**src/rtl/uart_imem_loader.sv**
```systemverilog
// Boot loader: receives a length-prefixed program image over 8N1 UART and streams it
// into instruction memory one 32-bit word at a time, holding the CPU in reset until done.
module uart_imem_loader #(
  parameter int CLKS_PER_BIT = 434,
  parameter int DEPTH        = 1024
) (
  input  logic        clk,
  input  logic        reset,
  input  logic        uart_rx,
  output logic        im_we,
  output logic [31:0] im_addr,
  output logic [31:0] im_wdata,
  output logic        cpu_hold,
  output logic        load_done,
  output logic        load_err
);

  localparam int CW = $clog2(CLKS_PER_BIT);
  localparam logic [CW-1:0] HALF_M1 = CW'(CLKS_PER_BIT / 2 - 1);
  localparam logic [CW-1:0] FULL_M1 = CW'(CLKS_PER_BIT - 1);
  localparam logic [16:0]   DEPTH_L = 17'(DEPTH);

  // ---------------- RX front end ----------------
  typedef enum logic [1:0] {RX_IDLE, RX_START, RX_DATA, RX_STOP} rx_state_e;

  rx_state_e       rx_st_q, rx_st_d;
  logic [CW-1:0]   rx_cnt_q, rx_cnt_d;
  logic [2:0]      rx_bit_q, rx_bit_d;
  logic [7:0]      rx_sh_q, rx_sh_d;
  logic            byte_vld_q, byte_vld_d;
  logic            frame_err_q, frame_err_d;
  logic            rx_s1_q, rx_s2_q;

  always_ff @(posedge clk or posedge reset) begin
    if (reset) begin
      rx_s1_q     <= 1'b1;
      rx_s2_q     <= 1'b1;
      rx_st_q     <= RX_IDLE;
      rx_cnt_q    <= '0;
      rx_bit_q    <= '0;
      rx_sh_q     <= '0;
      byte_vld_q  <= 1'b0;
      frame_err_q <= 1'b0;
    end else begin
      rx_s1_q     <= uart_rx;
      rx_s2_q     <= rx_s1_q;
      rx_st_q     <= rx_st_d;
      rx_cnt_q    <= rx_cnt_d;
      rx_bit_q    <= rx_bit_d;
      rx_sh_q     <= rx_sh_d;
      byte_vld_q  <= byte_vld_d;
      frame_err_q <= frame_err_d;
    end
  end

  always_comb begin
    rx_st_d     = rx_st_q;
    rx_cnt_d    = rx_cnt_q;
    rx_bit_d    = rx_bit_q;
    rx_sh_d     = rx_sh_q;
    byte_vld_d  = 1'b0;
    frame_err_d = 1'b0;
    unique case (rx_st_q)
      RX_IDLE: begin
        if (!rx_s2_q) begin
          rx_st_d  = RX_START;
          rx_cnt_d = '0;
        end
      end
      RX_START: begin
        // mid-bit re-check of the start bit rejects short glitches
        if (rx_cnt_q == HALF_M1) begin
          rx_cnt_d = '0;
          rx_bit_d = '0;
          rx_st_d  = rx_s2_q ? RX_IDLE : RX_DATA;
        end else begin
          rx_cnt_d = rx_cnt_q + CW'(1);
        end
      end
      RX_DATA: begin
        if (rx_cnt_q == FULL_M1) begin
          rx_cnt_d = '0;
          rx_sh_d  = {rx_s2_q, rx_sh_q[7:1]};
          rx_bit_d = rx_bit_q + 3'd1;
          if (rx_bit_q == 3'd7) rx_st_d = RX_STOP;
        end else begin
          rx_cnt_d = rx_cnt_q + CW'(1);
        end
      end
      RX_STOP: begin
        if (rx_cnt_q == FULL_M1) begin
          rx_cnt_d    = '0;
          rx_st_d     = RX_IDLE;
          byte_vld_d  = rx_s2_q;
          frame_err_d = !rx_s2_q;
        end else begin
          rx_cnt_d = rx_cnt_q + CW'(1);
        end
      end
      default: rx_st_d = RX_IDLE;
    endcase
  end

  // ---------------- Image loader ----------------
  typedef enum logic [2:0] {LEN_HI, LEN_LO, DATA, DONE, ERR} ld_state_e;

  ld_state_e   ld_st_q, ld_st_d;
  logic [15:0] len_q, len_d;
  logic [15:0] idx_q, idx_d;
  logic [15:0] idx_nx;
  logic [1:0]  bcnt_q, bcnt_d;
  logic [31:0] asm_q, asm_d;
  logic [31:0] word;
  logic        we_q, we_d;
  logic [31:0] addr_q, addr_d;
  logic [31:0] wdata_q, wdata_d;
  logic        done_q, done_d;
  logic        err_q, err_d;
  logic        hold_q, hold_d;

  always_ff @(posedge clk or posedge reset) begin
    if (reset) begin
      ld_st_q <= LEN_HI;
      len_q   <= '0;
      idx_q   <= '0;
      bcnt_q  <= '0;
      asm_q   <= '0;
      we_q    <= 1'b0;
      addr_q  <= '0;
      wdata_q <= '0;
      done_q  <= 1'b0;
      err_q   <= 1'b0;
      hold_q  <= 1'b1;
    end else begin
      ld_st_q <= ld_st_d;
      len_q   <= len_d;
      idx_q   <= idx_d;
      bcnt_q  <= bcnt_d;
      asm_q   <= asm_d;
      we_q    <= we_d;
      addr_q  <= addr_d;
      wdata_q <= wdata_d;
      done_q  <= done_d;
      err_q   <= err_d;
      hold_q  <= hold_d;
    end
  end

  always_comb begin
    ld_st_d = ld_st_q;
    len_d   = len_q;
    idx_d   = idx_q;
    bcnt_d  = bcnt_q;
    asm_d   = asm_q;
    we_d    = 1'b0;
    addr_d  = addr_q;
    wdata_d = wdata_q;
    done_d  = done_q;
    err_d   = err_q;
    hold_d  = hold_q;
    idx_nx  = idx_q + 16'd1;
    word    = {asm_q[23:0], rx_sh_q};

    if (frame_err_q && ld_st_q != DONE && ld_st_q != ERR) begin
      ld_st_d = ERR;
      err_d   = 1'b1;
    end else if (byte_vld_q) begin
      unique case (ld_st_q)
        LEN_HI: begin
          len_d[15:8] = rx_sh_q;
          ld_st_d     = LEN_LO;
        end
        LEN_LO: begin
          len_d[7:0] = rx_sh_q;
          idx_d      = '0;
          bcnt_d     = '0;
          // empty image: release the CPU straight away
          if ({len_q[15:8], rx_sh_q} == 16'd0) begin
            ld_st_d = DONE;
            done_d  = 1'b1;
            hold_d  = 1'b0;
          end else begin
            ld_st_d = DATA;
          end
        end
        DATA: begin
          asm_d  = word;
          bcnt_d = bcnt_q + 2'd1;
          if (bcnt_q == 2'd3) begin
            if ({1'b0, idx_q} < DEPTH_L) begin
              we_d    = 1'b1;
              addr_d  = {14'b0, idx_q, 2'b00};
              wdata_d = word;
            end
            idx_d = idx_nx;
            if (idx_nx == len_q) ld_st_d = DONE;
          end
        end
        default: ;
      endcase
    end

    // DONE is entered on the edge that raises the last strobe, so the flags follow a clk later
    if (ld_st_q == DONE) begin
      done_d = 1'b1;
      hold_d = 1'b0;
    end
  end

  assign im_we     = we_q;
  assign im_addr   = addr_q;
  assign im_wdata  = wdata_q;
  assign cpu_hold  = hold_q;
  assign load_done = done_q;
  assign load_err  = err_q;

endmodule
```
**config.mk**
```make
export PLATFORM = sky130hd
export DESIGN_NAME = uart_imem_loader
export DESIGN_NICKNAME = d
export VERILOG_FILES = /design/src/rtl/uart_imem_loader.sv
export SDC_FILE = /design/constraint.sdc
export NUM_CORES = 1
export LEC_CHECK = 0
export ABC_AREA = 0
export ABC_CLOCK_PERIOD_IN_PS = 6000
export CAP_MARGIN = 10
export CORE_ASPECT_RATIO = 1.25
export CORE_MARGIN = 2
export CORE_UTILIZATION = 65
export DETAILED_ROUTE_END_ITERATION = 16
export DONT_BUFFER_PORTS = 1
export GPL_TIMING_DRIVEN = 0
export PLACE_DENSITY = 0.88
export SLEW_MARGIN = 20
export SYNTH_ARGS = -nofsm -noshare
export SYNTH_HDL_FRONTEND = slang
export SYNTH_SLANG_ARGS = --single-unit
```
**constraint.sdc**
```tcl
create_clock -name clk -period 6 [get_ports clk]
set_input_delay 0.3 -clock clk [delete_from_list [all_inputs] [get_ports clk]]
set_output_delay 0.3 -clock clk [all_outputs]
set_load 0.05 [all_outputs]
```
* Yosys cells after proc, flatten, opt, wreduce, memory -nomap -nowiden
Cells that the tools add are included.
** Word-level totals
- Word-level logic and storage cells :: 115
- Bits in read-only memories :: 0
- Register bits :: 139
- Output and inout port bits :: 68
- Memories :: 0
- Latch bits :: 0
- Bits in writable memories :: 0
- Input bits :: 3
** Cells by class
- Reduce and logical (&&, ||, !) cells :: 25
- $lt $le $gt $ge :: 1
- Shift operators :: 0
- Bitwise logic cells :: 1
- Add/sub/neg operators :: 4
- Multipliers :: 0
- Div/mod/pow operators :: 0
- Eq/ne operators :: 22
- Muxes and demuxes :: 42
** Operator list (count)
- $pmux W16 S2 :: 1
- $mux W9 :: 3
- $pmux W9 S3 :: 1
- $mux W1 :: 20
- $mux W3 :: 6
- $add A16 B1 Y16 const B :: 1
- $eq A16 B16 Y1 :: 1
- $logic_not A16 Y1 :: 1
- $lt A16 B11 Y1 const B :: 1
- $mux W16 :: 1
- $reduce_and A3 Y1 :: 5
- $mux W2 :: 6
- $ne A2 B2 Y1 const B :: 6
- $reduce_and A4 Y1 :: 3
- $reduce_bool A2 Y1 :: 6
- $reduce_and A5 Y1 :: 2
- $add A9 B1 Y9 const B :: 1
- $eq A9 B8 Y1 const B :: 1
- $eq A9 B9 Y1 const B :: 1
- $ne A3 B3 Y1 const B :: 3
- $pmux W3 S3 :: 1
- $pmux W2 S4 :: 1
- $eq A2 B2 Y1 const B :: 3
- $eq A3 B2 Y1 const B :: 2
- 17 further kinds :: 18

* Depth between registers and ports, before layout
- Word-level depth :: 7
- Mapped depth :: 10
- Gate-level depth less buffers :: 8

* Worst setup path before layout
No wires, ideal clock.
- Kind :: register -> register
- Start point :: reg idx_q[0]
- End point :: reg ld_st_q[0]
- Buffers on the path :: 1
- Path slack :: 4.053 ns
- Arrival time :: 1.851 ns
- Stages on the path, launching flop included :: 9
- Clock period less this slack :: 1.947 ns
- Setup time :: 0.095 ns
- Data required time :: 5.905 ns
- Path through :: dfrtp_1 -> ha_1 -> and4_1 -> clkbuf_1 -> a22oi_1 -> nand3_1 -> nor4_1 -> nand4_1 -> o31ai_1
** Between the ends
- Word-level cells in the longest chain between the ends :: 4
** RTL lines
- start: declaration :: line 109 : logic [15:0] idx_q, idx_d;
- start signal: assignment :: line 137 : idx_q <= idx_d;
- $add A16 B1 Y16 :: line 161 : idx_nx = idx_q + 16'd1;
- $eq A16 B16 Y1 :: line 196 : if (idx_nx == len_q) ld_st_d = DONE;
- $ne A3 B3 Y1 (no source line)
- $reduce_and A4 Y1 (no source line)
- end signal: assignment :: line 135 : ld_st_q <= ld_st_d;
- end: declaration :: line 107 : ld_state_e ld_st_q, ld_st_d;
Every way passes these cells.
A chain may end at the register's enable or synchronous reset.

* Worst setup path in the final report
Same ends and word-level chain as after synthesis.

==> results_dict.tcl <==
set metrics [dict create \
    outcome "complete, no violations" \
    io_buffers 0 \
    die_w_um 93.3 \
    dieArea_mm2 0.0108 \
    hp-class "in2async" \
    ys_types 63 \
    clk_latency_ns 0.42 \
    synth-main-ff-cell "dfrtp_1" \
    layout.cells.non_filler 763 \
    cts_hold_buf 2 \
    max_slew_margin_pct 62.2 \
    cp-start-kind "flop" \
    grt-ovfl-total 0 \
    syn_avg_cell_area_um2 11.0 \
    cts_resized 0 \
    synth-async-reset-ratio_pct 100 \
    cts_setup_buffers 0 \
    netlist_area_mm2 0.00648 \
    layout_common_cells "dfrtp_1 (136), nand2_1 (97), mux2_2 (61), o21ai_0 (33), nor2_1 (24)" \
    slowest_delay_ns 0.53 \
    drc 0 \
    netlist_instances 587 \
    pin_count 71 \
    ff2ff_setup_slack_ns 3.58 \
    drive_gt1_share_pct 23.2 \
    crit_type "reg2reg" \
    grt_pass1_wl_mm 24.0 \
    post_drt_wl_per_cell_um 19.0 \
    cts_sinks 139 \
    yosysSeqAreaShare_pct 53.7 \
    max_freq_ghz 0.413 \
    holdWs_ns 0.358 \
    grt_pass1_vias 4854 \
    postRouteAntennaNets 0 \
    min_period_ns 2.42 \
    power.leakage_nw 3.68 \
    placeableCoreArea_mm2 0.00966 \
    setup_viol_count_final 0 \
    cts_tree "yes" \
    start_util_pct 67.1 \
    clock_path_buffers 2 \
    cts_buffers 17 \
    area_delta_synth_final_pct 13.3 \
    tightest_slew_ns 0.564 \
    finClkSkew_ns 0.00538 \
    required_ns 6.30 \
    min_period_over_period_pct 40.4 \
    ys_ff_latch 139 \
    cts-root-buf "clkbuf_16" \
    p_per_area_mw_per_mm2 276 \
    tns_ns 0 \
    cp.arrival_ns 2.73 \
    rows 40 \
    crit_path_max_fanout 8 \
    dr_total_vias 4637 \
    die_y_um 116 \
    slew_violations 0 \
    hold_violations 0 \
    synth_edf_count 0 \
    grt_max_degree 98 \
    path_clk_slew_ns 0.06 \
    synth_warnings 0 \
    antennaDiodeCount 0 \
    ir_drop_v 0.000274 \
    detail_route.iter0.violations 379 \
    dpl.cell_count 729 \
    crit_chain "ha_1, and4_1, clkbuf_1, nand2_1, xnor2_1, mux2i_1, a21oi_1, o31ai_1" \
    nets 634 \
    dp_hpwl_mm 9.40 \
    finalPower_mw 2.03 \
    layout_commonest_cell "dfrtp_1" \
    htreeDepth 4 \
    antenna_found_initial 0 \
    rsz0062_at_grt "no" \
    drt_wl_total_mm 14.5 \
    crit_slowest_cell "dfrtp_1" \
    track_usage_pct 28.9 \
    gp_congestion 0.872 \
    dr.pass1.iters 5 \
    vias_per_cell 6.08 \
    crit_path_end_kind "flop" \
    max-cap-violations 0 \
]
[cell type report]
type / count / area (µm²)
fillers: 598 / 2320
well taps: 126 / 158
inverters: 12 / 52.6
flip-flops and latches: 139 / 3480
repair buffers: 3 / 47.5
clock inverters: 13 / 139
plain buffers: 45 / 262
multi-input cells: 406 / 2750
clock buffers: 19 / 453
[cell families after synthesis]
kind of cell / after synthesis / synth area share, %
other: 1 / 0.0578
XOR/XNOR: 22 / 2.97
AO/OA/AOI/OAI: 75 / 7.41
adder cells (fa/ha/maj): 7 / 1.35
AND/OR/NAND/NOR: 212 / 17.0
multiplexers: 74 / 12.7
buffers and inverters: 57 / 4.73
flip-flops: 139 / 53.7
[per-layer routing]
metal  global-route usage, %  part of all wire, %
met3                    6.50                  5.7
met4                    15.6                  3.6
met5                       0                    0
met2                    48.1                   52
met1                    35.2                   39
[path summary, 6_finish.rpt]
check | startpoint | endpoint | depth (start not counted)
hold / removal | reset | im_wdata[25] | 2
setup reg to reg | idx_q[0] | ld_st_q[0] | 8
hold reg to reg | rx_s1_q | rx_s2_q | 0
min in group clk | rx_s1_q | rx_s2_q | 0
setup / recovery | idx_q[0] | ld_st_q[0] | 8
max in group asynchronous | reset | cpu_hold | 3
[synthesized netlist by cell type (all sizes together), types with 8 or more instances]
| cell | n | area (µm²) |
|---|---|---|
| nand2 | 97 | 364 |
| mux2 | 67 | 754 |
| nor3 | 8 | 51.3 |
| inv | 12 | 45.0 |
| buf | 36 | 228 |
| nor2 | 26 | 113 |
| a21oi | 8 | 40.0 |
| xnor2 | 17 | 149 |
| o21ai | 35 | 175 |
| clkbuf | 9 | 33.8 |
| nand3 | 20 | 105 |
| nand2b | 8 | 57.6 |
| nor4 | 9 | 77.6 |
| dfrtp | 136 | 3400 |
| nand4 | 10 | 98.8 |
[power by group]
part / internal, mW / leakage [nW] / switching (mW)
combinational: 0.0102 / 1.47 / 0.0412
clock: 0.635 / 0.290 / 0.404
sequential: 0.939 / 1.92 / 0.000645
[flip-flops by register name (all words and copies together), names as in the netlist, named ones only]
name,flops
rx_st_q,1
cpu_hold,1
asm_q,24
rx_s2_q,1
rx_s1_q,1
im_wdata,32
im_addr,16
len_q,16
load_done,1
byte_vld_q,1
rx_sh_q,8
rx_bit_q,3
ld_st_q,3
bcnt_q,2
frame_err_q,1
load_err,1
im_we,1
rx_cnt_q,9
idx_q,16
[critical path, delay by kind of cell, from the launching register on]
family	cells	cell delay (ns)
buf+inv	1	0.31
flops	1	0.53
simple gates	2	0.39
compound gates	2	0.43
xor+xnor	1	0.16
mux	1	0.12
fa+ha+maj	1	0.36
[metrics by stage]
step,worst slack [ns],utilization (%),cell area (µm²)
after floorplan,1.98,-,6540
after global placement,0.823,69.3,6700
after detailed placement,3.64,69.7,6730
after CTS,3.57,76.0,7340
after global routing,3.44,76.0,7340
final,3.58,76.0,7340
Power figures use the tool's default switching activity.
